## src/rtl/alarm_pkg.sv

```systemverilog
// Shared constants and types for the alarm storage/ringing stage.
// Digit indices match the `sel` encoding seen by the display path.
package alarm_pkg;

  localparam logic [1:0] HT = 2'd0;
  localparam logic [1:0] HU = 2'd1;
  localparam logic [1:0] MT = 2'd2;
  localparam logic [1:0] MU = 2'd3;

  localparam logic [3:0] HT_MAX    = 4'd2;
  localparam logic [3:0] HU_MAX    = 4'd9;
  localparam logic [3:0] HU_MAX_20 = 4'd3;
  localparam logic [3:0] MT_MAX    = 4'd5;
  localparam logic [3:0] MU_MAX    = 4'd9;

  typedef enum logic [1:0] {
    OFF     = 2'd0,
    ARMED   = 2'd1,
    RINGING = 2'd2
  } alarm_state_e;

  function automatic logic [3:0] wrap_inc(input logic [3:0] v, input logic [3:0] max_v);
    return (v >= max_v) ? 4'd0 : v + 4'd1;
  endfunction

endpackage

```

## src/rtl/alarm_tone_gen.sv

```systemverilog
// 1 Hz ring-second tick plus the gated buzzer tone (tone AND slow beep gate).
// All prescalers restart on `start` so every ring begins with the same pattern.
module alarm_tone_gen #(
  parameter int CLK_HZ  = 50_000_000,
  parameter int TONE_HZ = 1000
) (
  input  logic clk,
  input  logic reset,
  input  logic start,
  output logic tick_1hz,
  output logic tone_gated
);
  import alarm_pkg::*;

  localparam int CW        = (CLK_HZ > 2) ? $clog2(CLK_HZ) : 2;
  localparam int TONE_HALF = CLK_HZ / (2 * TONE_HZ);
  localparam int BEEP_HALF = CLK_HZ / 2;

  logic [CW-1:0] sec_cnt_q, sec_cnt_d;
  logic [CW-1:0] tone_cnt_q, tone_cnt_d;
  logic [CW-1:0] beep_cnt_q, beep_cnt_d;
  logic          tone_q, tone_d;
  logic          beep_q, beep_d;

  always_comb begin
    tick_1hz   = (sec_cnt_q == CW'(CLK_HZ - 1));
    sec_cnt_d  = tick_1hz ? '0 : sec_cnt_q + 1'b1;
    tone_cnt_d = tone_cnt_q + 1'b1;
    tone_d     = tone_q;
    beep_cnt_d = beep_cnt_q + 1'b1;
    beep_d     = beep_q;
    if (tone_cnt_q == CW'(TONE_HALF - 1)) begin
      tone_cnt_d = '0;
      tone_d     = ~tone_q;
    end
    if (beep_cnt_q == CW'(BEEP_HALF - 1)) begin
      beep_cnt_d = '0;
      beep_d     = ~beep_q;
    end
    tone_gated = tone_q & beep_q;
  end

  // Beep gate restarts high so a ring opens with an audible burst.
  always_ff @(posedge clk) begin
    if (reset || start) begin
      sec_cnt_q  <= '0;
      tone_cnt_q <= '0;
      beep_cnt_q <= '0;
      tone_q     <= 1'b0;
      beep_q     <= 1'b1;
    end else begin
      sec_cnt_q  <= sec_cnt_d;
      tone_cnt_q <= tone_cnt_d;
      beep_cnt_q <= beep_cnt_d;
      tone_q     <= tone_d;
      beep_q     <= beep_d;
    end
  end

endmodule

```

## src/rtl/alarm_unit.sv

```systemverilog
// Alarm time storage/editing, minute-boundary compare and bounded ringing.
// Request inputs are sampled, then edge-detected; events act one edge later.
module alarm_unit #(
  parameter int CLK_HZ       = 50_000_000,
  parameter int TONE_HZ      = 1000,
  parameter int RING_SECONDS = 60
) (
  input  logic       CLOCK_50,
  input  logic       reset,
  input  logic       adjust_alarm,
  input  logic       flip_state,
  input  logic       select_add,
  input  logic       alarm_add,
  input  logic       alarm_clr,
  input  logic [3:0] hour_tens,
  input  logic [3:0] hour_units,
  input  logic [3:0] min_tens,
  input  logic [3:0] min_units,
  input  logic [3:0] sec_tens,
  input  logic [3:0] sec_units,
  output logic       alarm_en,
  output logic [3:0] al_hour_tens,
  output logic [3:0] al_hour_units,
  output logic [3:0] al_min_tens,
  output logic [3:0] al_min_units,
  output logic [1:0] sel,
  output logic [3:0] blink_mask,
  output logic       ring,
  output logic       buzzer,
  output logic [1:0] state_dbg
);
  import alarm_pkg::*;

  localparam int CW   = (CLK_HZ > 2) ? $clog2(CLK_HZ) : 2;
  localparam int RS_W = (RING_SECONDS > 1) ? $clog2(RING_SECONDS + 1) : 1;

  // Request bit order everywhere: {flip, clr, add, select}.
  logic [3:0] req_s_q, req_d_q, rise;
  logic       ev_flip, ev_clr, ev_add, ev_sel;

  logic [3:0] ht_q, ht_d, hu_q, hu_d, mt_q, mt_d, mu_q, mu_d;
  logic [1:0] sel_q, sel_d;

  logic match_d, match_q, match_prev_q;
  alarm_state_e state_q, state_d;
  logic [RS_W-1:0] ring_sec_q, ring_sec_d;
  logic ring_start, tick_1hz, tone_gated;

  logic [CW-1:0] blink_cnt_q, blink_cnt_d;
  logic          blink_q, blink_d;
  logic [3:0]    blink_mask_q, blink_mask_d;

  always_ff @(posedge CLOCK_50) begin
    if (reset) begin
      req_s_q <= '0;
      req_d_q <= '0;
    end else begin
      req_s_q <= {flip_state, alarm_clr, alarm_add, select_add};
      req_d_q <= req_s_q;
    end
  end

  always_comb begin
    rise    = req_s_q & ~req_d_q;
    ev_flip = adjust_alarm & rise[3];
    ev_clr  = adjust_alarm & rise[2] & ~rise[3];
    ev_add  = adjust_alarm & rise[1] & ~(|rise[3:2]);
    ev_sel  = adjust_alarm & rise[0] & ~(|rise[3:1]);
  end

  always_comb begin
    ht_d  = ht_q;
    hu_d  = hu_q;
    mt_d  = mt_q;
    mu_d  = mu_q;
    sel_d = sel_q;
    if (ev_sel) sel_d = sel_q + 2'd1;
    if (ev_clr) begin
      case (sel_q)
        HT:      ht_d = 4'd0;
        HU:      hu_d = 4'd0;
        MT:      mt_d = 4'd0;
        default: mu_d = 4'd0;
      endcase
    end
    if (ev_add) begin
      case (sel_q)
        HT: begin
          ht_d = wrap_inc(ht_q, HT_MAX);
          // Keep the hour legal (<= 23) when tens steps up to 2.
          if (ht_d == HT_MAX && hu_q > HU_MAX_20) hu_d = HU_MAX_20;
        end
        HU:      hu_d = wrap_inc(hu_q, (ht_q == HT_MAX) ? HU_MAX_20 : HU_MAX);
        MT:      mt_d = wrap_inc(mt_q, MT_MAX);
        default: mu_d = wrap_inc(mu_q, MU_MAX);
      endcase
    end
  end

  assign alarm_en = (state_q != OFF);
  assign match_d  = alarm_en & ~adjust_alarm
                  & (hour_tens == ht_q) & (hour_units == hu_q)
                  & (min_tens == mt_q) & (min_units == mu_q)
                  & (sec_tens == 4'd0) & (sec_units == 4'd0);

  always_comb begin
    state_d = state_q;
    case (state_q)
      OFF:     if (ev_flip) state_d = ARMED;
      ARMED: begin
        if (ev_flip)                       state_d = OFF;
        else if (match_q && !match_prev_q) state_d = RINGING;
      end
      RINGING: begin
        if (ev_flip)           state_d = OFF;
        else if (adjust_alarm) state_d = ARMED;
        else if (tick_1hz && ring_sec_q == RS_W'(RING_SECONDS - 1)) state_d = ARMED;
      end
      default: state_d = OFF;
    endcase
    ring_start = (state_d == RINGING) && (state_q != RINGING);
    ring_sec_d = ring_sec_q;
    if (ring_start)                              ring_sec_d = '0;
    else if (state_q == RINGING && tick_1hz)     ring_sec_d = ring_sec_q + 1'b1;
  end

  always_comb begin
    blink_cnt_d = blink_cnt_q + 1'b1;
    blink_d     = blink_q;
    if (blink_cnt_q == CW'(CLK_HZ / 4 - 1)) begin
      blink_cnt_d = '0;
      blink_d     = ~blink_q;
    end
    blink_mask_d = (adjust_alarm && !blink_d) ? (4'b0001 << sel_d) : 4'b0000;
  end

  always_ff @(posedge CLOCK_50) begin
    if (reset) begin
      ht_q         <= '0;
      hu_q         <= '0;
      mt_q         <= '0;
      mu_q         <= '0;
      sel_q        <= '0;
      match_q      <= 1'b0;
      match_prev_q <= 1'b0;
      state_q      <= OFF;
      ring_sec_q   <= '0;
      blink_cnt_q  <= '0;
      blink_q      <= 1'b0;
      blink_mask_q <= '0;
    end else begin
      ht_q         <= ht_d;
      hu_q         <= hu_d;
      mt_q         <= mt_d;
      mu_q         <= mu_d;
      sel_q        <= sel_d;
      match_q      <= match_d;
      match_prev_q <= match_q;
      state_q      <= state_d;
      ring_sec_q   <= ring_sec_d;
      blink_cnt_q  <= blink_cnt_d;
      blink_q      <= blink_d;
      blink_mask_q <= blink_mask_d;
    end
  end

  alarm_tone_gen #(
    .CLK_HZ (CLK_HZ),
    .TONE_HZ(TONE_HZ)
  ) u_tone (
    .clk       (CLOCK_50),
    .reset     (reset),
    .start     (ring_start),
    .tick_1hz  (tick_1hz),
    .tone_gated(tone_gated)
  );

  assign ring          = (state_q == RINGING);
  assign buzzer        = ring & tone_gated;
  assign blink_mask    = blink_mask_q;
  assign sel           = sel_q;
  assign al_hour_tens  = ht_q;
  assign al_hour_units = hu_q;
  assign al_min_tens   = mt_q;
  assign al_min_units  = mu_q;
  assign state_dbg     = state_q;

endmodule
```

## config.mk

```make
export PLATFORM = sky130hd
export DESIGN_NAME = alarm_unit
export DESIGN_NICKNAME = d
export VERILOG_FILES = /design/src/rtl/alarm_pkg.sv /design/src/rtl/alarm_tone_gen.sv /design/src/rtl/alarm_unit.sv
export SDC_FILE = /design/constraint.sdc
export NUM_CORES = 1
export LEC_CHECK = 0
export ABC_AREA = 1
export CAP_MARGIN = 20
export CELL_PAD_IN_SITES_DETAIL_PLACEMENT = 1
export CELL_PAD_IN_SITES_GLOBAL_PLACEMENT = 1
export CORE_ASPECT_RATIO = 1.4
export CORE_MARGIN = 3
export CORE_UTILIZATION = 46
export CTS_CLUSTER_DIAMETER = 60
export CTS_CLUSTER_SIZE = 30
export DETAILED_ROUTE_END_ITERATION = 7
export GPL_ROUTABILITY_DRIVEN = 0
export PLACE_DENSITY = 0.83
export SYNTH_ARGS = -nofsm -noshare
export SYNTH_HDL_FRONTEND = slang
export SYNTH_HIERARCHICAL = 1
export SYNTH_SLANG_ARGS = --single-unit
```

## constraint.sdc

```tcl
create_clock -name CLOCK_50 -period 3.32 [get_ports CLOCK_50]
set_input_delay 0.83 -clock CLOCK_50 [delete_from_list [all_inputs] [get_ports CLOCK_50]]
set_output_delay 0.83 -clock CLOCK_50 [all_outputs]
set_load 0.01 [all_outputs]
```

# After elaboration in Yosys (flattened, before gate mapping)
# Index checks and enable logic that the tools add are counted.
[totals]
ff_bits = 147
inputBits = 31
output_inout_bits = 27
elab_cells = 132
[op_classes]
addsub = 10
n_lt_le_gt_ge = 5
eq_ne = 17
shift = 1
mux = 31
bitwise_logic = 26
reduce_logical = 23
[op_table]
columns = ["cell", "n"]
rows = [
  ["adder 26 x 1 -> 26 bit (second input constant)", 4],
  ["two-way mux 4 bit", 21],
  ["equality test 26 x 15 -> 1 bit (second input constant)", 1],
  ["equality test 26 x 24 -> 1 bit (second input constant)", 1],
  ["equality test 26 x 25 -> 1 bit (second input constant)", 1],
  ["equality test 26 bit (second input constant)", 1],
  ["adder 4 x 1 -> 4 bit (second input constant)", 4],
  ["bitwise AND 1 bit", 16],
  ["equality test 4 bit", 4],
  ["two-way mux 2 bit", 7],
  ["OR reduction 2 bit", 7],
  ["equality test 4 x 2 -> 1 bit (second input constant)", 2],
  ["logical NOT 4 bit", 2],
  ["NOT 1 bit", 8],
  ["case mux 4 bit (2 select lines)", 1],
  ["adder 6 x 1 -> 6 bit (second input constant)", 1],
  ["equality test 2 bit (second input constant)", 3],
  ["equality test 6 bit (second input constant)", 1],
  ["logical AND 1 bit", 6],
  ["case mux 2 bit (3 select lines)", 1],
  ["OR reduction 3 bit", 2],
  ["bitwise AND 4 bit", 1],
  ["equality test 2 x 1 -> 1 bit (second input constant)", 2],
  ["greater-or-equal comparator 4 x 2 -> 1 bit (second input constant)", 1],
  ["13 further kinds", 15],
]

# Logic depth before layout (Yosys ltp)
[depth]
ltp_word = 10
depth_mapped = 12
mapped_depth_nobuf = 12

# Modules after synthesis
# The synthesis kept the hierarchy.
[modules_own_cells]
columns = ["mod", "n_inst", "cells_each", "area_per_inst_um2", "seq_area_each_um2"]
rows = [
  ["alarm_tone_gen", 1, 676, 4286.6, 1601.5],
  ["alarm_unit", 1, 566, 3841.2, 1341.3],
]

# Worst setup path after synthesis
# OpenSTA, ideal clock, no wires.
[synth_timing]
kind = "input-to-reg"
from = "in adjust_alarm"
to = "reg u_tone.tone_cnt_q[17]"
setup_time_ns = 0.070
arrival_time_ns = 1.950
t_required_ns = 3.250
path_slack_ns = 1.300
cell_stages = 8
n_path_buf = 2
path_cell_list = "buf_4 nand2_1 nand3_1 inv_1 nor2_1 nand2_2 buf_6 a21oi_1"
[synth_between]
elab_chain_len = 7
elab_cells_between_ends = 10
classes_between = "1 x eq/ne; 5 x mux; 1 x bitwise; 3 x reduce/logical"
[synth_lines]
columns = ["item", "line", "rtl"]
rows = [
  ["start: declaration", "alarm_unit.sv:10", "input logic adjust_alarm,"],
  ["two-way mux 2 bit / bitwise AND 1 bit (equally long branches)", "alarm_unit.sv:116, alarm_unit.sv:65", ""],
  ["two-way mux 2 bit (on tied branches)", "alarm_unit.sv:115, alarm_unit.sv:109, alarm_unit.sv:111", ""],
  ["case mux 2 bit (3 select lines) *", "alarm_unit.sv:108", "case (state_q)"],
  ["equality test 2 bit *", "alarm_unit.sv:121", "ring_start = (state_d == RINGING) && (state_q != RINGING);"],
  ["logical AND 1 bit *", "alarm_unit.sv:121", ""],
  ["via ring_start", "alarm_unit.sv:47", "logic ring_start, tick_1hz, tone_gated;"],
  ["logical OR 1 bit *", "alarm_tone_gen.sv:45", "if (reset || start) begin"],
  ["OR reduction 2 bit (no line) *", "-", ""],
  ["end signal: assignment", "alarm_tone_gen.sv:53", "tone_cnt_q <= tone_cnt_d;"],
  ["end: declaration", "alarm_tone_gen.sv:20", "logic [CW-1:0] tone_cnt_q, tone_cnt_d;"],
]
# Mark *: on every way through the listed nets, which the timed path passes. The rest lies on a longest branch.
# A chain may end at the register's enable or synchronous reset.

# Final worst setup path
[layout_timing]
from = "in adjust_alarm"
to = "reg u_tone.sec_cnt_q[22]"
[layout_between]
elab_chain_len = 7
elab_cells_between_ends = 10
classes_between = "1 x eq/ne; 5 x mux; 1 x bitwise; 3 x reduce/logical"
[layout_lines]
columns = ["item", "line", "rtl"]
rows = [
  ["two-way mux 2 bit / bitwise AND 1 bit (equally long branches)", "alarm_unit.sv:116, alarm_unit.sv:65", ""],
  ["two-way mux 2 bit (on tied branches)", "alarm_unit.sv:115, alarm_unit.sv:109, alarm_unit.sv:111", ""],
  ["case mux 2 bit (3 select lines) *", "alarm_unit.sv:108", ""],
  ["equality test 2 bit *", "alarm_unit.sv:121", ""],
  ["logical AND 1 bit *", "alarm_unit.sv:121", ""],
  ["via ring_start", "alarm_unit.sv:47", ""],
  ["logical OR 1 bit *", "alarm_tone_gen.sv:45", ""],
  ["OR reduction 2 bit (no line) *", "-", ""],
  ["end signal: assignment", "alarm_tone_gen.sv:52", "sec_cnt_q <= sec_cnt_d;"],
  ["end: declaration", "alarm_tone_gen.sv:19", "logic [CW-1:0] sec_cnt_q, sec_cnt_d;"],
]
# Marked as above.

==> impl_metrics.toml <==
[grt]
grtUsageTotal_pct = 23.8
grt_max_degree = 27
grt_pass1_vias = 8216
antenna_found_initial = 0
grt_first_pass_wirelength_mm = 37.7
overflow = 0

[synthesis]
yosys.area_share.simple_pct = 39.2
ys_seq_area_share_pct = 36.2
syn_avg_cell_area_um2 = 6.54
synth-adder-area-share_pct = 3.08
synth_compound_area_share_pct = 6.47
synth_seq_cells = 147
synth-xor-area-share_pct = 6.36
yosysUniqueCellTypes = 40
synth_top_area_share_pct = 36.2
synth-edff-count = 0
synth-main-ff-cell = "dfxtp_1"
syn_inst = 1242
yosys_warnings = 6
ys_top_cells_by_area = "dfxtp_1 36%, nand2_1 15%, nor2_1 12%"
muxShareOfSynthArea_pct = 0
netlist_area_um2 = 8130
synth-async-reset-ratio_pct = 0
synth_top_family_by_area = "simple AND/OR/NAND/NOR gates"
yosysTopAreaCell = "dfxtp_1"
syn-num-nets = 1293

[critical_path]
crit_arrival_ps = 3020
cp-end-kind = "register"
slowest_stage = "clkdlybuf4s50_1"
crit_start = "adjust_alarm"
criticalPathCategory = "input port to register"
critPathTopFamily = "simple AND/OR/NAND/NOR gates"
cp_max_fo = 26
r2r-start = "u_tone/sec_cnt_q[0]$_SDFF_PP0_"
crit_buf_inv = 2
startpoint_type = "input port"
critPathRequiredTime_ps = 3650
cpPeakStageDelay_ps = 690
worstPathCellList = "clkdlybuf4s50_1 -> nand2_1 -> nand3_1 -> inv_1 -> nor2_1 -> nand2_2 -> a21oi_1"

[power_and_ir_drop]
vdd_ir_drop_max_v = 0.000307
p_per_area_nw_per_um2 = 404
p_leak_uw = 0.00331

[timing]
finalWorstSetupSlack_ps = 630
setup_tns_ps = 0
finalHoldViolCount = 0
period_needed_ps = 2690
slew_violations = 0
post-route-period-util_pct = 81.0
rsz0062_at_grt = "false"
tightest_slew_ps = 550
max_freq_mhz = 372
clock_skew_ps = 8.90
maxSlewHeadroom_pct = 63.2
setup_viol = 0

[detailed_routing]
wl_per_cell_um = 14.4
vias_per_cell = 5.01
firstDrtPassIters = 4
drt_iter0_markers = 194
ant_nets = 0
drcViolationCount = 0
num_vias = 7777
wirelength_mm = 22.4

[hold_path]
min_from = "req_s_q[0]$_SDFF_PP0_"
hold_path_class = "register to register"

[die]
die_y_um = 163
die-area_um2 = 19300
rows = 56
start_util_pct = 47.7
core_region_area_um2 = 17000
fp.dieW_um = 118
pin_count = 58

[cts]
cts_tree = "built"
clk_pin_slew_ps = 60
clockRootBuffer = "clkbuf_16"
hold_buffers = 0
cts_buffers = 17
cts_buffer_depth = 2
htree_levels = 4
clock_latency_ps = 430
post-cts-setup-buffers = 0
clock-sinks = 147
cts_resized = 0

[layout]
layout_common_cells = "332 x nand2_1, 260 x nor2_1, 147 x dfxtp_1, 146 x inv_1, 71 x a21oi_1"
area_growth_pct = 16.1
filler_cell_count = 2340
regArea_um2 = 2940
antennaDiodeCount = 0
nets = 1357
layout-drive-gt1-share_pct = 5.91
layout_commonest_cell = "nand2_1"
multiInputGateArea_um2 = 4480
stdcell_count = 1551

[placement]
portBuffers = 57
place_ws_ps = 229
place_inst = 1519
hpwlAfterDp_mm = 16.9

[job]
cap_violations = 0

[outcome]
outcome = "finished clean"
metal layers:
layer,routed length (um),global-route usage [%],vias up
li1,-,-,3995
met1,9080,25.0,3672
met2,12500,47.5,71
met3,376,3.81,39
met4,459,8.16,0
met5,0,0,-
synth_stat cells, types with 14 or more instances:
cell type / count
nand4_1: 20
inv_1: 146
o21ai_0: 17
xnor2_1: 26
ha_1: 20
a21oi_1: 71
xor2_1: 33
nor3_1: 14
nand3_1: 69
nand2_1: 332
dfxtp_1: 147
nor2_1: 260
registers in the layout (all words and copies together), names as in the netlist:
signal,count
blink_cnt_q,26
u_tone/beep_cnt_q,26
u_tone/sec_cnt_q,26
u_tone/tone_cnt_q,26
ring_sec_q,6
al_hour_tens,4
al_hour_units,4
al_min_tens,4
al_min_units,4
blink_mask,4
req_d_q,4
req_s_q,4
sel,2
state_dbg,2
blink_q,1
match_prev_q,1
match_q,1
u_tone/beep_q,1
u_tone/tone_q,1
power breakdown:
| part | internal, uW | leakage, uW | switching (uW) | total, uW |
|---|---|---|---|---|
| Combinational | 78.8 | 0.00184 | 97.9 | 177 |
| Sequential | 1790 | 0.00119 | 21.5 | 1810 |
| Clock | 1050 | 0.000278 | 777 | 1830 |
| Total | 2920 | 0.00331 | 897 | 3810 |
worst reg2reg max path: cells and delay by family (launching register included):
kind / cells / cell delay [ps]
xor gates and xnor gates: 1 / 170
DFF: 1 / 370
buffers and inverters: 2 / 260
and+or+nand+nor: 8 / 940
adders and majority gates: 1 / 220
final timing paths:
check                                                        to  slack [ps]  cells past startpoint
worst max-delay path            u_tone/sec_cnt_q[22]$_SDFF_PP0_         630                      7
worst min-delay path                      req_d_q[0]$_SDFF_PP0_         410                      2
worst max register to register       ring_sec_q[4]$_SDFFE_PP0P_        1250                     12
worst min register to register            req_d_q[0]$_SDFF_PP0_         410                      2
area by class of cell:
| cell class | count | area share [%] |
|---|---|---|
| clock buffers | 20 | 4.74 |
| well taps | 232 | 3.08 |
| flip-flops and latches | 147 | 31.2 |
| clock inverters | 12 | 1.14 |
| inverters | 154 | 6.15 |
| multi-input cells | 927 | 47.5 |
| repair buffers | 59 | 6.21 |
cells by family after synthesis:
group | Yosys count
xor gates and xnor gates | 59
adders and majority gates | 20
DFF | 147
and+or+nand+nor | 749
AOI/OAI and AO/OA | 99
buffers and inverters | 168
stage by stage:
stage          power [uW]  instance area (um2)  util (%)  hold WS, ps
2_1_floorplan        1950                 8130         -          403
3_3_place_gp         2020                 8880      52.1          408
6_report             3810                 9430      55.4          415
5_1_grt              3960                 9430      55.4          433
4_1_cts              3870                 9430      55.4          419
3_5_place_dp         2020                 8880      52.1          411
(Power assumes the default switching activity.)
